### src/rtl/fir_pkg.sv
// Shared state encoding, sample width and 8-bit saturation helper for the FIR tap sequencer.
package fir_pkg;

  localparam int AUDIO_W = 8;
  localparam int SAT_W   = 64;

  localparam logic signed [AUDIO_W-1:0] SAMPLE_MAX = 8'sh7F;
  localparam logic signed [AUDIO_W-1:0] SAMPLE_MIN = 8'sh80;

  typedef enum logic [2:0] {
    INIT,
    IDLE,
    WRITE,
    RUN,
    DRAIN,
    CAPTURE
  } fir_state_t;

  // Clamp a sign-extended value into the signed 8-bit sample range.
  function automatic logic signed [AUDIO_W-1:0] sat8(input logic signed [SAT_W-1:0] v);
    if (v > 64'sd127) begin
      return SAMPLE_MAX;
    end else if (v < -64'sd128) begin
      return SAMPLE_MIN;
    end else begin
      return v[AUDIO_W-1:0];
    end
  endfunction

endpackage

### src/rtl/fir_tap_sequencer_if.sv
// Signal bundle between the FIR tap sequencer and its sample source, RAMs, MAC and sink.
// overrun_count_out exists only when FIR_OVERRUN_CNT_EN is defined.
interface fir_tap_sequencer_if #(
  parameter int AW    = 5,
  parameter int ACC_W = 32
);

  logic                              audio_ready_in;
  logic signed [fir_pkg::AUDIO_W-1:0] audio_in;
  logic                              dl_we_out;
  logic [AW-1:0]                     dl_addr_out;
  logic signed [fir_pkg::AUDIO_W-1:0] dl_wdata_out;
  logic [AW-1:0]                     coef_addr_out;
  logic                              mac_clear_out;
  logic                              mac_en_out;
  logic signed [ACC_W-1:0]           mac_acc_in;
  logic signed [fir_pkg::AUDIO_W-1:0] filtered_audio;
  logic                              data_ready_out;
  logic                              busy_out;
  logic                              overrun_out;
`ifdef FIR_OVERRUN_CNT_EN
  logic [15:0]                       overrun_count_out;
`endif

  modport master (
    input  audio_in, audio_ready_in, mac_acc_in,
`ifdef FIR_OVERRUN_CNT_EN
    output overrun_count_out,
`endif
    output dl_we_out, dl_addr_out, dl_wdata_out, coef_addr_out,
    output mac_clear_out, mac_en_out,
    output filtered_audio, data_ready_out, busy_out, overrun_out
  );

  modport slave (
    output audio_in, audio_ready_in, mac_acc_in,
`ifdef FIR_OVERRUN_CNT_EN
    input  overrun_count_out,
`endif
    input  dl_we_out, dl_addr_out, dl_wdata_out, coef_addr_out,
    input  mac_clear_out, mac_en_out,
    input  filtered_audio, data_ready_out, busy_out, overrun_out
  );

endinterface

### src/rtl/fir_valid_pipe.sv
// Fixed-depth shift register that delays {issue_valid, first_tap} to line up with the MAC input.
module fir_valid_pipe #(
  parameter int DEPTH = 2,
  parameter int W     = 2
) (
  input  logic         clk_in,
  input  logic         rst_in,
  input  logic [W-1:0] din,
  output logic [W-1:0] dout
);

  genvar gi;
  generate
    for (gi = 0; gi < DEPTH; gi++) begin : g_stage
      logic [W-1:0] q_reg;
      if (gi == 0) begin : g_first
        always_ff @(posedge clk_in or posedge rst_in) begin
          if (rst_in) begin
            q_reg <= '0;
          end else begin
            q_reg <= din;
          end
        end
      end else begin : g_next
        always_ff @(posedge clk_in or posedge rst_in) begin
          if (rst_in) begin
            q_reg <= '0;
          end else begin
            q_reg <= g_stage[gi-1].q_reg;
          end
        end
      end
    end
  endgenerate

  assign dout = g_stage[DEPTH-1].q_reg;

endmodule

### src/rtl/fir_tap_sequencer.sv
// Control FSM for a time-multiplexed FIR: delay-line write, tap address issue, MAC control, saturated capture.
// Define FIR_OVERRUN_CNT_EN to add a saturating 16-bit count of overrun_out pulses (overrun_count_out).
module fir_tap_sequencer
  import fir_pkg::*;
#(
  parameter int NUM_TAPS  = 32,
  parameter int AW        = $clog2(NUM_TAPS),
  parameter int MAC_LAT   = 2,
  parameter int ACC_W     = 32,
  parameter int COEF_FRAC = 15
) (
  input logic                 clk_in,
  input logic                 rst_in,
  fir_tap_sequencer_if.master bus
);

  localparam int DW = (MAC_LAT > 1) ? $clog2(MAC_LAT) : 1;
  localparam logic [AW-1:0] TAP_LAST   = AW'(NUM_TAPS - 1);
  localparam logic [AW:0]   INIT_END   = (AW+1)'(NUM_TAPS);
  localparam logic [DW-1:0] DRAIN_LAST = DW'(MAC_LAT - 1);

  fir_state_t                state_reg;
  logic [AW-1:0]             wr_ptr_reg;
  logic [AW-1:0]             base_reg;
  logic [AW-1:0]             tap_reg;
  logic [AW-1:0]             dl_addr_reg;
  logic [AW:0]               init_reg;
  logic [DW-1:0]             drain_reg;
  logic                      pending_valid_reg;
  logic signed [AUDIO_W-1:0] pending_data_reg;
  logic signed [AUDIO_W-1:0] dl_wdata_reg;
  logic signed [AUDIO_W-1:0] filtered_reg;
  logic                      dl_we_reg;
  logic                      data_ready_reg;
  logic                      busy_reg;
  logic                      overrun_reg;

  logic                      strobe;
  logic                      take_direct;
  logic                      consume;
  logic                      go_write;
  logic                      store_pending;
  logic                      drop;
  logic signed [AUDIO_W-1:0] go_sample;
  logic signed [ACC_W-1:0]   acc_shift;
  logic signed [SAT_W-1:0]   acc_wide;
  logic [1:0]                pipe_out;

  // A strobe seen in IDLE with nothing queued starts immediately; everything else goes via pending.
  assign strobe        = bus.audio_ready_in;
  assign take_direct   = (state_reg == IDLE) && !pending_valid_reg && strobe;
  assign consume       = ((state_reg == IDLE) || (state_reg == CAPTURE)) && pending_valid_reg;
  assign go_write      = take_direct || consume;
  assign go_sample     = consume ? pending_data_reg : bus.audio_in;
  assign store_pending = strobe && !take_direct && (!pending_valid_reg || consume);
  assign drop          = strobe && pending_valid_reg && !consume;

  assign acc_shift = bus.mac_acc_in >>> COEF_FRAC;
  assign acc_wide  = {{(SAT_W-ACC_W){acc_shift[ACC_W-1]}}, acc_shift};

  always_ff @(posedge clk_in or posedge rst_in) begin
    if (rst_in) begin
      state_reg         <= INIT;
      wr_ptr_reg        <= '0;
      base_reg          <= '0;
      tap_reg           <= '0;
      dl_addr_reg       <= '0;
      init_reg          <= '0;
      drain_reg         <= '0;
      pending_valid_reg <= 1'b0;
      pending_data_reg  <= '0;
      dl_wdata_reg      <= '0;
      filtered_reg      <= '0;
      dl_we_reg         <= 1'b0;
      data_ready_reg    <= 1'b0;
      busy_reg          <= 1'b0;
      overrun_reg       <= 1'b0;
    end else begin
      data_ready_reg <= 1'b0;
      overrun_reg    <= drop;

      if (store_pending) begin
        pending_valid_reg <= 1'b1;
        pending_data_reg  <= bus.audio_in;
      end else if (consume) begin
        pending_valid_reg <= 1'b0;
      end

      case (state_reg)
        INIT: begin
          if (init_reg == INIT_END) begin
            state_reg   <= IDLE;
            dl_we_reg   <= 1'b0;
            dl_addr_reg <= '0;
            busy_reg    <= 1'b0;
          end else begin
            dl_we_reg    <= 1'b1;
            dl_addr_reg  <= init_reg[AW-1:0];
            dl_wdata_reg <= '0;
            busy_reg     <= 1'b1;
            init_reg     <= init_reg + 1'b1;
          end
        end
        IDLE: begin
          busy_reg <= 1'b0;
        end
        WRITE: begin
          state_reg    <= RUN;
          dl_we_reg    <= 1'b0;
          dl_wdata_reg <= '0;
          dl_addr_reg  <= base_reg;
          tap_reg      <= '0;
        end
        RUN: begin
          if (tap_reg == TAP_LAST) begin
            state_reg   <= DRAIN;
            drain_reg   <= '0;
            tap_reg     <= '0;
            dl_addr_reg <= '0;
          end else begin
            tap_reg     <= tap_reg + 1'b1;
            // Walk backwards through the circular delay line: newest sample pairs with coef 0.
            dl_addr_reg <= (dl_addr_reg == '0) ? TAP_LAST : dl_addr_reg - 1'b1;
          end
        end
        DRAIN: begin
          if (drain_reg == DRAIN_LAST) begin
            state_reg <= CAPTURE;
          end else begin
            drain_reg <= drain_reg + 1'b1;
          end
        end
        CAPTURE: begin
          filtered_reg   <= sat8(acc_wide);
          data_ready_reg <= 1'b1;
          state_reg      <= IDLE;
          busy_reg       <= 1'b0;
        end
        default: state_reg <= IDLE;
      endcase

      // Starting a sample write overrides the IDLE/CAPTURE defaults above.
      if (go_write) begin
        state_reg    <= WRITE;
        dl_we_reg    <= 1'b1;
        dl_addr_reg  <= wr_ptr_reg;
        dl_wdata_reg <= go_sample;
        base_reg     <= wr_ptr_reg;
        wr_ptr_reg   <= (wr_ptr_reg == TAP_LAST) ? '0 : wr_ptr_reg + 1'b1;
        busy_reg     <= 1'b1;
      end
    end
  end

  fir_valid_pipe #(
    .DEPTH (MAC_LAT),
    .W     (2)
  ) u_valid_pipe (
    .clk_in (clk_in),
    .rst_in (rst_in),
    .din    ({state_reg == RUN, (state_reg == RUN) && (tap_reg == '0)}),
    .dout   (pipe_out)
  );

  assign bus.dl_we_out      = dl_we_reg;
  assign bus.dl_addr_out    = dl_addr_reg;
  assign bus.dl_wdata_out   = dl_wdata_reg;
  assign bus.coef_addr_out  = tap_reg;
  assign bus.mac_en_out     = pipe_out[1];
  assign bus.mac_clear_out  = pipe_out[0];
  assign bus.filtered_audio = filtered_reg;
  assign bus.data_ready_out = data_ready_reg;
  assign bus.busy_out       = busy_reg;
  assign bus.overrun_out    = overrun_reg;

`ifdef FIR_OVERRUN_CNT_EN
  logic [15:0] overrun_count_reg;

  always_ff @(posedge clk_in or posedge rst_in) begin
    if (rst_in) begin
      overrun_count_reg <= '0;
    end else if (overrun_reg && (overrun_count_reg != 16'hFFFF)) begin
      overrun_count_reg <= overrun_count_reg + 16'd1;
    end
  end

  assign bus.overrun_count_out = overrun_count_reg;
`endif

endmodule

### src/flat_wrapper.sv
// flat-port wrapper written by rule: the top's interface ports become plain ports
module fir_tap_sequencer_flat import fir_pkg::*;
#(
  parameter int NUM_TAPS  = 32,
  parameter int AW        = $clog2(NUM_TAPS),
  parameter int MAC_LAT   = 2,
  parameter int ACC_W     = 32,
  parameter int COEF_FRAC = 15
)
  (clk_in, rst_in, bus_audio_in, bus_audio_ready_in, bus_mac_acc_in, bus_dl_we_out, bus_dl_addr_out, bus_dl_wdata_out, bus_coef_addr_out, bus_mac_clear_out, bus_mac_en_out, bus_filtered_audio, bus_data_ready_out, bus_busy_out, bus_overrun_out);
  fir_tap_sequencer_if #(.AW(AW), .ACC_W(ACC_W)) bus_i ();
  input logic clk_in;
  input logic rst_in;
  input wire logic [$bits(bus_i.audio_in)-1:0] bus_audio_in;
  input wire logic [$bits(bus_i.audio_ready_in)-1:0] bus_audio_ready_in;
  input wire logic [$bits(bus_i.mac_acc_in)-1:0] bus_mac_acc_in;
  output wire logic [$bits(bus_i.dl_we_out)-1:0] bus_dl_we_out;
  output wire logic [$bits(bus_i.dl_addr_out)-1:0] bus_dl_addr_out;
  output wire logic [$bits(bus_i.dl_wdata_out)-1:0] bus_dl_wdata_out;
  output wire logic [$bits(bus_i.coef_addr_out)-1:0] bus_coef_addr_out;
  output wire logic [$bits(bus_i.mac_clear_out)-1:0] bus_mac_clear_out;
  output wire logic [$bits(bus_i.mac_en_out)-1:0] bus_mac_en_out;
  output wire logic [$bits(bus_i.filtered_audio)-1:0] bus_filtered_audio;
  output wire logic [$bits(bus_i.data_ready_out)-1:0] bus_data_ready_out;
  output wire logic [$bits(bus_i.busy_out)-1:0] bus_busy_out;
  output wire logic [$bits(bus_i.overrun_out)-1:0] bus_overrun_out;
  assign bus_i.audio_in = bus_audio_in;
  assign bus_i.audio_ready_in = bus_audio_ready_in;
  assign bus_i.mac_acc_in = bus_mac_acc_in;
  assign bus_dl_we_out = bus_i.dl_we_out;
  assign bus_dl_addr_out = bus_i.dl_addr_out;
  assign bus_dl_wdata_out = bus_i.dl_wdata_out;
  assign bus_coef_addr_out = bus_i.coef_addr_out;
  assign bus_mac_clear_out = bus_i.mac_clear_out;
  assign bus_mac_en_out = bus_i.mac_en_out;
  assign bus_filtered_audio = bus_i.filtered_audio;
  assign bus_data_ready_out = bus_i.data_ready_out;
  assign bus_busy_out = bus_i.busy_out;
  assign bus_overrun_out = bus_i.overrun_out;
  fir_tap_sequencer #(.NUM_TAPS(NUM_TAPS), .AW(AW), .MAC_LAT(MAC_LAT), .ACC_W(ACC_W), .COEF_FRAC(COEF_FRAC)) u_core (.clk_in(clk_in), .rst_in(rst_in), .bus(bus_i));
endmodule
### config.mk
export PLATFORM = sky130hd
export DESIGN_NAME = fir_tap_sequencer_flat
export DESIGN_NICKNAME = d
export VERILOG_FILES = /design/src/rtl/fir_pkg.sv /design/src/rtl/fir_tap_sequencer_if.sv /design/src/rtl/fir_valid_pipe.sv /design/src/rtl/fir_tap_sequencer.sv /design/src/flat_wrapper.sv
export SDC_FILE = /design/constraint.sdc
export NUM_CORES = 1
export LEC_CHECK = 0
export BUFFER_PORTS_ARGS = -buffer_cell sky130_fd_sc_hd__buf_2
export CAP_MARGIN = 20
export CORE_MARGIN = 10
export CORE_UTILIZATION = 50
export CTS_CLUSTER_SIZE = 30
export DETAILED_ROUTE_END_ITERATION = 8
export PLACE_DENSITY = 0.77
export SYNTH_ARGS = -nofsm -noshare
export SYNTH_HDL_FRONTEND = slang
export SYNTH_SLANG_ARGS = --single-unit
### constraint.sdc
create_clock -name clk_in -period 3 [get_ports clk_in]
set_clock_uncertainty 0.05 [all_clocks]
set_input_delay 0.45 -clock clk_in [delete_from_list [all_inputs] [get_ports clk_in]]
set_output_delay 0.45 -clock clk_in [all_outputs]
set_load 0.02 [all_outputs]
==> impl_metrics.py, run 1 <==
metrics = {
    "synthesis": {
        "synth_area_um2": 2955,
        "syn_avg_cell_area_um2": 10.23,
        "ys.flop_type": "dfrtp_1",
        "yosysTopAreaCellShare_pct": 53.34,
        "ys_types": 55,
        "synth_edf_count": 0,
        "netlist_instances": 289,
        "synth_fp_nets": 340,
        "synth.area.top_cells": "dfrtp_1 (53%), nand2_1 (6.0%), mux2_2 (3.4%)",
        "yosysTopAreaCell": "dfrtp_1",
        "yosys_warnings": 0,
        "ys_ff_latch": 63,
        "async_flop_share_pct": 100.0,
        "ys_seq_area_share_pct": 53.34,
    },
    "place": {
        "pre_cts_ws_ns": 0.9160,
        "io_buffers": 59,
        "dp.cells": 412,
        "globalplace.congestion": 0.8021,
        "dp_hpwl_mm": 5.063,
    },
    "grt": {
        "grt_max_degree": 36,
        "gr-usage-all-layers_pct": 15.03,
        "grt.overflow.total": 0,
        "grt_pass1_wl_mm": 11.83,
        "grt_pass1_vias": 2475,
        "grt_antenna_before_repair": 0,
    },
    "clocking": {
        "cts_buffers": 9,
        "cts-root-buf": "clkbuf_8",
        "cts_tree": "built",
        "ctsResizeCount": 0,
        "postCtsSetupBuffers": 0,
        "clock_latency_ns": 0.34,
        "cts_hold_buf": 0,
        "cts.htree.levels": 3,
        "cts_buffer_depth": 2,
        "clock_sinks": 63,
        "clkTransAtPathRegs_ns": 0.07,
    },
    "worst_setup_path": {
        "path_common_cell": "ha_1",
        "cp_max_fo": 7,
        "reg2reg_slack_ns": 0.86,
        "end_kind": "flop",
        "critPathRequiredTime_ns": 3.16,
        "crit_family": "simple AND/OR/NAND/NOR gates",
        "rr_worst_depth": 7,
        "path_class": "flop to flop",
        "rr_startpoint": "u_core.bus.coef_addr_out[0]",
        "crit_buf_inv": 0,
        "arrival_ns": 2.30,
        "critical_path.cell_chain": "ha_1 > and3_1 > ha_1 > nand2b_1 > nor3_1 > a221oi_1 > o311ai_0",
        "start_kind": "flop",
        "crit_slowest_cell": "dfrtp_1",
        "reg2reg_to": "u_core.bus.dl_addr_out[3]",
        "critPathMaxStageDelay_ns": 0.42,
    },
    "floorplan": {
        "die-area_um2": 9386,
        "top_level_ports": 75,
        "core_um2": 5608,
        "start_util_pct": 52.70,
        "dieWidth_um": 96.88,
        "row_count": 27,
        "die_y_um": 96.88,
    },
    "final_layout": {
        "diodes": 0,
        "n_fill_cell": 476,
        "drive_above_1_share_pct": 27.81,
        "regArea_um2": 1577,
        "finish.utilization_pct": 62.92,
        "final_cell_mix": "dfrtp_1 (63), buf_2 (59), nand2_1 (47)",
        "syn_to_final_growth_pct": 19.39,
        "nets": 402,
        "final_common_cell": "dfrtp_1",
        "fin_cells": 428,
        "multi_input_area_um2": 1274,
    },
    "sta": {
        "final.setup.tns_ns": 0,
        "period_share_pct": 71.20,
        "post-route-worst-setup-slack_ns": 0.8640,
        "rsz0062_at_grt": "false",
        "relSlewSlack_pct": 46.97,
        "hold_violations": 0,
        "maxSlewViolCount": 0,
        "setup_violations": 0,
        "tightest_slew_ns": 0.7887,
        "max_freq_mhz": 468.2,
        "fin_crit_ns": 2.136,
    },
    "power_and_ir_drop": {
        "p_leak_nw": 1.687,
        "ir_worst_vdd_mv": 0.5085,
        "powerDensity_nw_per_um2": 885.6,
    },
    "detailed_routing": {
        "wl_per_cell_um": 16.31,
        "via_per_inst": 5.631,
        "ant_nets": 0,
        "wl_mm": 6.980,
        "vias": 2410,
        "drc": 0,
        "dr.pass1.iters": 4,
        "dr.first_iter.drc_count": 194,
    },
    "run_status": {
        "status": "completed",
    },
    "flow_run": {
        "cap_violations": 0,
    },
    "hold_path": {
        "hold_path_class": "input port to asynchronous set/reset pin",
    },
}
-- cell usage after synthesis (2+ instances only) --
| cell type | number |
|---|---|
| a22oi_1 | 8 |
| a21o_1 | 3 |
| a21oi_1 | 19 |
| nor3_1 | 6 |
| ha_1 | 8 |
| xor2_1 | 2 |
| mux2_2 | 9 |
| dfrtp_1 | 63 |
| o21ai_1 | 4 |
| a222oi_1 | 2 |
| and4_1 | 2 |
| nand4_1 | 3 |
| nand2b_1 | 4 |
| xnor2_1 | 5 |
| buf_2 | 6 |
| clkbuf_1 | 4 |
| a21oi_2 | 2 |
| inv_1 | 14 |
| and3_1 | 4 |
| nand2_1 | 47 |
| nand3_1 | 6 |
| o21ai_0 | 20 |
| o211ai_1 | 2 |
| nor2_1 | 13 |
| nor2b_1 | 3 |
-- through the flow --
step / total power (W) / cell area, um2 / hold slack (ns)
finish: 0.003125 / 3528 / 0.1793
global route: 0.003355 / 3528 / 0.2362
CTS: 0.003150 / 3528 / 0.1889
detailed placement: 0.002355 / 3311 / 0.2858
global placement: 0.002319 / 3311 / 0.2818
floorplan: 0.002031 / 2955 / 0.2812
-- report_power, final --
group          leakage, nW  switching (W)  internal (W)  total, W
Sequential           0.763       0.000221       0.00111   0.00133
Clock                0.101       0.000330      0.000451  0.000782
Combinational        0.823       0.000589      0.000421   0.00101
Total                 1.69        0.00114       0.00198   0.00312
-- cells by family after synthesis --
family	after synthesis	synth area share (%)
AND/OR/NAND/NOR	103	17.66
AO/OA/AOI/OAI	73	16.22
flip-flops	63	53.34
buffers and inverters	25	3.556
multiplexers	10	3.768
adder cells (fa/ha/maj)	8	3.387
XOR/XNOR	7	2.075
-- per-layer routing --
layer / wire [um] / track usage [%]
met5: 0 / 0
met4: 77 / 4.848
met3: 575 / 5.962
met2: 3349 / 24.34
met1: 2978 / 17.78
-- worst max-delay path by stage --
stage / cells after the start / slack (ns) / to / start
2_1_floorplan: 1 / 0.93 / u_core.base_reg[0] / rst_in
3_3_place_gp: 7 / 0.87 / u_core.bus.dl_addr_out[3] / u_core.bus.coef_addr_out[0]
3_5_place_dp: 7 / 0.92 / u_core.bus.dl_addr_out[3] / u_core.bus.coef_addr_out[0]
4_1_cts: 7 / 0.84 / u_core.bus.dl_addr_out[3] / u_core.bus.coef_addr_out[0]
5_1_grt: 7 / 0.66 / u_core.bus.dl_addr_out[3] / u_core.bus.coef_addr_out[0]
6_report: 7 / 0.86 / u_core.bus.dl_addr_out[3] / u_core.bus.coef_addr_out[0]
-- layout make-up --
type	instances	area share, %
Sequential cell	63	44.68
Multi-Input combinational cell	201	36.10
Timing Repair Buffer	62	9.007
Clock buffer	12	4.681
Tap cell	72	2.553
Clock inverter	4	1.489
Inverter	14	1.489
Power figures use the tool's default switching activity.
==> run 2, diff against run 1 <==
clock period = 2.1 ns   (was 3 ns; I/O delays follow)
==> run 2 against run 1 <==
Register-to-register slack worse by 0.72 ns. Cell area increased by 1.1%. Critical endpoint is now u_core.bus.dl_addr_out[2]. Maximum frequency increased by 9.4%.
==> impl_metrics.py, run 2 (same netlist as run 1, synthesis figures left out) <==
metrics = {
    "clocking": {
        "clkTransAtPathRegs_ns": 0.07,
        "cts_buffer_depth": 2,
        "postCtsSetupBuffers": 0,
        "cts-root-buf": "clkbuf_8",
        "clock_latency_ns": 0.35,
        "cts_buffers": 9,
        "cts.htree.levels": 3,
        "cts_tree": "built",
        "clock_sinks": 63,
    },
    "hold_path": {
        "hold_path_class": "input port to flop",
    },
    "grt": {
        "grt_pass1_vias": 2415,
        "gr-usage-all-layers_pct": 14.76,
        "grt_max_degree": 32,
        "grt.overflow.total": 0,
        "grt_pass1_wl_mm": 11.51,
        "grt_antenna_before_repair": 0,
    },
    "sta": {
        "rsz0062_at_grt": "false",
        "relSlewSlack_pct": 63.36,
        "fin_crit_ns": 1.953,
        "maxSlewViolCount": 0,
        "tightest_slew_ns": 0.5496,
        "period_share_pct": 92.98,
        "hold_violations": 0,
        "setup_violations": 0,
        "max_freq_mhz": 512.1,
        "holdWs_ns": 0.1594,
        "final.setup.tns_ns": 0,
    },
    "detailed_routing": {
        "wl_per_cell_um": 15.85,
        "dr.first_iter.drc_count": 95,
        "drc": 0,
        "ant_nets": 0,
        "wl_mm": 6.909,
        "via_per_inst": 5.523,
        "vias": 2408,
        "dr.pass1.iters": 5,
    },
    "power_and_ir_drop": {
        "ir_worst_vdd_mv": 0.7199,
        "powerDensity_nw_per_um2": 1208,
        "p_seq_share_pct": 43.8,
        "combPwrFrac_pct": 35.1,
        "power_w": 0.004312,
        "switching_share_pct": 37.92,
        "power.share.clock_pct": 21.0,
        "p_leak_nw": 1.720,
        "intPower_w": 0.002677,
        "p_sw_w": 0.001635,
    },
    "floorplan": {
        "start_util_pct": 52.70,
        "top_level_ports": 75,
        "dieWidth_um": 96.88,
        "row_count": 27,
        "die-area_um2": 9386,
        "core_um2": 5608,
        "die_y_um": 96.88,
    },
    "final_layout": {
        "final_common_cell": "dfrtp_1",
        "fin_cells": 436,
        "nets": 411,
        "final_cell_mix": "dfrtp_1 (63), buf_2 (59), nand2_1 (47)",
        "diodes": 0,
        "syn_to_final_growth_pct": 20.75,
        "drive_above_1_share_pct": 29.40,
    },
    "worst_setup_path": {
        "arrival_ns": 2.17,
        "crit_buf_inv": 1,
        "critPathRequiredTime_ns": 2.31,
        "path_class": "flop to flop",
        "cp_max_fo": 6,
        "critPathMaxStageDelay_ns": 0.41,
        "end_kind": "flop",
        "crit_slowest_cell": "dfrtp_1",
        "crit_family": "adder cells",
        "start_kind": "flop",
        "path_common_cell": "ha_1",
        "critical_path.cell_chain": "ha_1 > and3_1 > ha_1 > nand2b_1 > buf_4 > o221ai_1 > o211ai_1 > a21oi_1",
    },
    "place": {
        "dp_hpwl_mm": 5.046,
        "dp.cells": 420,
        "globalplace.congestion": 0.8757,
        "io_buffers": 59,
    },
    "run_status": {
        "status": "completed",
    },
    "flow_run": {
        "cap_violations": 0,
    },
}
run 2: cell types whose count changed in the layout (fill, tap and decap cells not counted), moves of 2 or more:
cell and delta:
clkinvlp_4 -2, clkinv_2 +3, clkbuf_8 -2, buf_4 +7
run 2: power groups by stage:
| stage | sequential [W] | combinational (W) | clock (W) |
|---|---|---|---|
| after floorplan | 0.00208 | 0.000824 | 0 |
| after global placement | 0.00189 | 0.00147 | 0 |
| after detailed placement | 0.00191 | 0.00150 | 0 |
| after CTS | 0.00189 | 0.00153 | 0.000914 |
| after global routing | 0.00195 | 0.00170 | 0.000984 |
| final | 0.00189 | 0.00152 | 0.000907 |
run 2: area by class of cell:
class                           instances  area [um2]
Clock buffer                           11       141.4
Clock inverter                          4       22.52
Fill cell                             474        2039
Inverter                               14       52.55
Multi-Input combinational cell        201        1285
Sequential cell                        63        1577
Tap cell                               72       90.09
Timing Repair Buffer                   71       400.4
run 2: worst reg2reg max path, delay by kind of cell, from the launching register on:
kind | cells | cell delay (ns)
AOI/OAI and AO/OA | 3 | 0.42
adders and majority gates | 2 | 0.44
buffers and inverters | 1 | 0.17
DFF | 1 | 0.41
and+or+nand+nor | 2 | 0.37
run 2: path summary, 6_finish.rpt:
check                      slack [ns]                           end  cells past startpoint                                    start
setup / recovery                 0.15     u_core.bus.dl_addr_out[2]                      8              u_core.bus.coef_addr_out[0]
hold reg to reg                  0.31   u_core.u_valid_pipe.dout[0]                      0  u_core.u_valid_pipe.g_stage[0].q_reg[0]
max in group asynchronous        0.99            u_core.init_reg[1]                      4                                   rst_in
hold / removal                   0.16  u_core.bus.filtered_audio[3]                      3                       bus_mac_acc_in[18]
setup reg to reg                 0.15     u_core.bus.dl_addr_out[2]                      8              u_core.bus.coef_addr_out[0]
min in group asynchronous        0.46        u_core.bus.overrun_out                      3                                   rst_in
run 2: metrics by stage:
stage	worst slack (ns)	util (%)	instance area [um2]
2_1_floorplan	0.09836	-	2955
3_3_place_gp	0.1095	60.33	3383
3_5_place_dp	-0.01593	60.33	3383
4_1_cts	0.02275	63.54	3563
5_1_grt	0.01904	63.63	3568
6_report	0.1474	63.63	3568
run 2: layer usage:
| metal | share of wire, % | vias to the layer above | track usage, % | routed length (um) |
|---|---|---|---|---|
| met5 | 0 | - | 0 | 0 |
| met4 | 1.6 | 0 | 7.103 | 108 |
| met3 | 5.9 | 11 | 4.116 | 406 |
| met2 | 47 | 79 | 22.70 | 3231 |
| met1 | 46 | 1153 | 18.64 | 3162 |
| li1 | - | 1165 | - | - |
run 2: repair_timing:
action                                 CTS  global route
pin swaps                                0             1
hold buffers                             1             0
endpoints found under the hold margin   17             0
gates cloned                             0             0
gates resized for setup                  1             2
setup endpoints to repair                1             1
